==> config.mk <==
export PLATFORM = sky130hd
export DESIGN_NAME = song_sequencer
export DESIGN_NICKNAME = d
export VERILOG_FILES = /design/src/rtl/song_sequencer.sv
export SDC_FILE = /design/constraint.sdc
export NUM_CORES = 1
export LEC_CHECK = 0
export BUFFER_PORTS_ARGS = -buffer_cell sky130_fd_sc_hd__buf_4
export CAP_MARGIN = 20
export CORE_ASPECT_RATIO = 1.4
export CORE_UTILIZATION = 35
export DETAILED_ROUTE_END_ITERATION = 8
export GPL_TIMING_DRIVEN = 0
export MAX_ROUTING_LAYER = met4
export PLACE_DENSITY = 0.63
export SKIP_LAST_GASP = 1
export SYNTH_ARGS = -nofsm -noshare
export SYNTH_HDL_FRONTEND = slang
export SYNTH_SLANG_ARGS = --single-unit
==> constraint.sdc <==
create_clock -name clk -period 1.7 [get_ports clk]
set_input_delay 0.17 -clock clk [delete_from_list [all_inputs] [get_ports clk]]
set_output_delay 0.17 -clock clk [all_outputs]
set_load 0.02 [all_outputs]
==> src/rtl/song_sequencer.sv <==
// song_sequencer: playback controller for the music-player datapath.
// Runs the IDLE/PLAY/PAUSE/END state machine, owns the song index and the
// note-address counter, and produces the tone enable, note strobe and
// end-of-song pulse. All outputs are registered.
// Optional feature macro: SONG_SEQ_AUTO_ADVANCE_EN
//   defined   -> END moves on to the next song and keeps playing
//   undefined -> END returns to IDLE on the same song
module song_sequencer #(
  parameter int NUM_SONGS = 3,
  parameter int SEL_W     = 2,
  parameter int ADDR_W    = 8
) (
  input  logic              clk,
  input  logic              reset,
  input  logic              tick_4hz,
  input  logic              start_p,
  input  logic              stop_p,
  input  logic              next_p,
  input  logic              song_end,
  output logic [SEL_W-1:0]  song_sel,
  output logic [ADDR_W-1:0] note_addr,
  output logic              tone_en,
  output logic              note_strobe,
  output logic              done_p,
  output logic [1:0]        state
);

  typedef enum logic [1:0] {
    ST_IDLE  = 2'b00,
    ST_PLAY  = 2'b01,
    ST_PAUSE = 2'b10,
    ST_END   = 2'b11
  } state_t;

  localparam logic [ADDR_W-1:0] ADDR_LAST = '1;
  localparam logic [SEL_W-1:0]  SEL_LAST  = SEL_W'(NUM_SONGS - 1);

  // Song index advance; wraps at the last song so no out-of-range index appears.
  function automatic logic [SEL_W-1:0] sel_advance(input logic [SEL_W-1:0] s);
    if (s == SEL_LAST) return '0;
    else               return s + SEL_W'(1);
  endfunction

  state_t            r_state;
  logic [SEL_W-1:0]  r_song_sel;
  logic [ADDR_W-1:0] r_note_addr;
  logic              r_tone_en;
  logic              r_note_strobe;
  logic              r_done_p;

  state_t            w_state_nxt;
  logic [SEL_W-1:0]  w_sel_nxt;
  logic [ADDR_W-1:0] w_addr_nxt;
  logic              w_tone_nxt;
  logic              w_strobe_nxt;
  logic              w_done_nxt;

  // State and output registers; async reset returns everything to idle values.
  always_ff @(posedge clk or posedge reset) begin
    if (reset) begin
      r_state       <= ST_IDLE;
      r_song_sel    <= '0;
      r_note_addr   <= '0;
      r_tone_en     <= 1'b0;
      r_note_strobe <= 1'b0;
      r_done_p      <= 1'b0;
    end else begin
      r_state       <= w_state_nxt;
      r_song_sel    <= w_sel_nxt;
      r_note_addr   <= w_addr_nxt;
      r_tone_en     <= w_tone_nxt;
      r_note_strobe <= w_strobe_nxt;
      r_done_p      <= w_done_nxt;
    end
  end

  // Next-state and next-output logic. Events that a state ignores are skipped,
  // so the highest-priority event that actually applies is the one that acts.
  always_comb begin
    w_state_nxt  = r_state;
    w_sel_nxt    = r_song_sel;
    w_addr_nxt   = r_note_addr;
    w_strobe_nxt = 1'b0;
    w_done_nxt   = 1'b0;

    case (r_state)
      ST_IDLE: begin
        if (next_p) begin
          w_sel_nxt = sel_advance(r_song_sel);
        end else if (start_p) begin
          w_state_nxt  = ST_PLAY;
          w_addr_nxt   = '0;
          w_strobe_nxt = 1'b1;
        end
      end

      ST_PLAY: begin
        if (stop_p) begin
          w_state_nxt = ST_PAUSE;
        end else if (next_p) begin
          w_sel_nxt    = sel_advance(r_song_sel);
          w_addr_nxt   = '0;
          w_strobe_nxt = 1'b1;
        end else if (tick_4hz) begin
          // The counter never wraps: the last address ends the song.
          if (song_end || (r_note_addr == ADDR_LAST)) begin
            w_state_nxt = ST_END;
            w_done_nxt  = 1'b1;
          end else begin
            w_addr_nxt   = r_note_addr + ADDR_W'(1);
            w_strobe_nxt = 1'b1;
          end
        end
      end

      ST_PAUSE: begin
        if (stop_p) begin
          w_state_nxt = ST_IDLE;
          w_addr_nxt  = '0;
        end else if (next_p) begin
          w_sel_nxt  = sel_advance(r_song_sel);
          w_addr_nxt = '0;
        end else if (start_p) begin
          w_state_nxt  = ST_PLAY;
          w_strobe_nxt = 1'b1;
        end
      end

      ST_END: begin
`ifdef SONG_SEQ_AUTO_ADVANCE_EN
        w_state_nxt  = ST_PLAY;
        w_sel_nxt    = sel_advance(r_song_sel);
        w_addr_nxt   = '0;
        w_strobe_nxt = 1'b1;
`else
        w_state_nxt = ST_IDLE;
        w_addr_nxt  = '0;
`endif
      end

      default: begin
        w_state_nxt = ST_IDLE;
        w_addr_nxt  = '0;
      end
    endcase

    w_tone_nxt = (w_state_nxt == ST_PLAY);
  end

  assign state       = r_state;
  assign song_sel    = r_song_sel;
  assign note_addr   = r_note_addr;
  assign tone_en     = r_tone_en;
  assign note_strobe = r_note_strobe;
  assign done_p      = r_done_p;

endmodule

==> flow_metrics.env <==
export IMPL_status="finished with violations"
export IMPL_violations="negative setup slack"
export IMPL_fmax_ghz=0.5725
export IMPL_drv_cap=0
export IMPL_cp_end_kind="flop"
export IMPL_hold_viol=0
export IMPL_drv_slew=0
export IMPL_final_nets=152
export IMPL_synth_cell_types=30
export IMPL_clkTransAtPathRegs_ns=0.09
export IMPL_synth_area_per_cell_um2=9.820
export IMPL_io_buffer_count=21
export IMPL_synth_main_ff_cell="dfrtp_1"
export IMPL_setup_viol=4
export IMPL_power_total_mw=1.547
export IMPL_num_rows=22
export IMPL_antenna_found_initial=0
export IMPL_drive_above_1_share_pct=52.90
export IMPL_fillerInstances=251
export IMPL_rsz0062_at_grt="true"
export IMPL_clk_latency_ns=0.29
export IMPL_synthesis_nets=112
export IMPL_wire_per_inst_um=14.90
export IMPL_ant_nets=0
export IMPL_synthToLayoutAreaGrowth_pct=51.09
export IMPL_seq_area_um2=381.6
export IMPL_skew_ns=0.005431
export IMPL_synthCells=99
export IMPL_hp_class="input port to flop"
export IMPL_crit_type="flop to flop"
export IMPL_ys_ff_latch=15
export IMPL_drtIter0Drc=22
export IMPL_ys_seq_area_share_pct=38.61
export IMPL_globalplace_congestion=0.8109
export IMPL_diodes=0
export IMPL_ys_top_cells_by_area="dfrtp_1, ha_1, and3_2"
export IMPL_htree_levels=1
export IMPL_ios=22
export IMPL_cts_tree="yes"
export IMPL_overflow=0
export IMPL_arrival_ns=1.92
export IMPL_crit_path_max_fanout=8
export IMPL_required_ns=1.87
export IMPL_cellLeakagePower_nw=0.7094
export IMPL_multi_input_area_um2=688.2
export IMPL_dpl_hpwl_um=1728
export IMPL_grt_pass1_vias=922
export IMPL_grt_max_degree=16
export IMPL_slew_headroom_pct=60.38
export IMPL_period_share_pct=102.7
export IMPL_routed_wl_um=2592
export IMPL_yosysTopAreaCellShare_pct=38.61
export IMPL_grtUsageTotal_pct=19.39
export IMPL_cp_start_kind="flop"
export IMPL_synth_most_common_cell="dfrtp_1"
export IMPL_synth_top_cells_by_count="dfrtp_1, inv_1, nand2_1, ha_1, nor2_1"
export IMPL_first_pass_iters=4
export IMPL_totalNegativeSetupSlack_ns=-0.1620
export IMPL_ir_worst_vdd_uv=713.5
export IMPL_synth_area_um2=972.2
export IMPL_core_mm2=0.002643
export IMPL_post_place_ws_ns=-0.3004
export IMPL_synth_top_cell_by_area="dfrtp_1"
export IMPL_cts_buffers=3
export IMPL_die_area_mm2=0.002995
export IMPL_power_per_cell_area_mw_per_mm2=1053
export IMPL_root_buffer="clkbuf_4"
export IMPL_synth_edff_count=0
export IMPL_cts_sinks=15
export IMPL_finalCriticalPeriod_ns=1.747
export IMPL_route_detailed_drc=0
export IMPL_async_flop_share_pct=100.0
export IMPL_die_h_um=64.36
export IMPL_vias_per_cell=5.253
export IMPL_cts_buffer_depth=2
export IMPL_num_vias=914
export IMPL_finalWorstSetupSlack_ns=-0.04661
export IMPL_initial_core_util_pct=36.79
export IMPL_placedCellCount=156
export IMPL_yosysWarnings=0
export IMPL_fin_cells=174
export IMPL_tightest_slew_ns=0.5937
export IMPL_grt_pass1_wl_um=4084
export IMPL_dieWidth_um=46.54
through the flow:
step / hold slack [ns] / cell area [um2] / utilization [%]
finish: 0.2553 / 1469 / 55.59
global route: 0.2653 / 1469 / 55.59
CTS: 0.2423 / 1406 / 53.22
detailed placement: 0.2783 / 1201 / 45.45
global placement: 0.2683 / 1201 / 45.45
floorplan: 0.07128 / 998.5 / -
logic make-up (layout without fill, tap and decap cells):
family	count (synthesis)	count (layout)	share of synthesized area, %
compound gates	25	25	21.88
flops	15	15	38.61
simple gates	40	40	23.81
mux	4	4	4.376
buf+inv	9	48	3.603
fa+ha+maj	6	6	7.722
worst max-delay path: stages (launching register included):
cell and delay (ns):
dfrtp_2 0.43, ha_4 0.16, and3_4 0.19, a2111oi_4 0.34
o221ai_4 0.21, a211o_1 0.30
state kept, by name, summed over array words and instances (netlist names):
name	flops
tone_en	1
note_strobe	1
done_p	1
song_sel	2
state	2
note_addr	8
cells in the final DEF (no fill, tap or decap), types with 2 or more instances in the layout:
cell and instances:
a211o_1 4, a21o_2 4, a21oi_1 3, and2_1 2
and3_2 4, buf_4 32, clkbuf_4 3, dfrtp_1 10
dfrtp_2 5, ha_1 2, ha_4 3, inv_1 6
mux2_2 2, mux2i_1 2, nand2_1 7, nand3_1 5
nor2_1 6, nor2b_1 3, nor4_1 2, o211ai_1 2
o21ai_0 4, o31ai_1 2, or2b_2 2
timing repair:
| action | 4_1_cts | 5_1_grt |
|---|---|---|
| pin swaps | 1 | 3 |
| endpoints found under the hold margin | 15 | 0 |
| hold buffers | 1 | 0 |
| buffers inserted | 9 | 4 |
| setup endpoints to repair | 8 | 8 |
| gates resized for setup | 16 | 7 |
final timing paths:
path | start | to | slack (ns) | cells after the start
max in group asynchronous | reset | note_addr[4] | 0.78 | 3
max reg2reg | note_addr[1] | note_addr[2] | -0.05 | 5
min reg2reg | song_sel[0] | song_sel[0] | 0.57 | 1
min in group asynchronous | reset | note_addr[7] | 0.50 | 3
max | note_addr[1] | note_addr[2] | -0.05 | 5
min | stop_p | tone_en | 0.26 | 4
metal layers:
layer  vias to the layer above  track usage, %  routed length [um]
li1                        445               -                   -
met1                       440           21.15                1066
met2                        23           32.64                1386
met3                         6           3.955                  87
met4                         0           7.721                  52
met5                         -               -                   0
power breakdown:
group / internal (mW) / switching, mW
combinational: 0.393 / 0.456
clock: 0.0912 / 0.116
sequential: 0.426 / 0.0651
total: 0.910 / 0.638
final cells by class:
type	count	share of cell area (%)
Multi-Input combinational cell	75	46.85
Buffer	1	0.9370
Timing Repair Buffer	35	19.17
Tap cell	36	3.066
Inverter	8	2.215
Clock buffer	4	1.789
Sequential cell	15	25.98
Power figures use the tool's default switching activity.
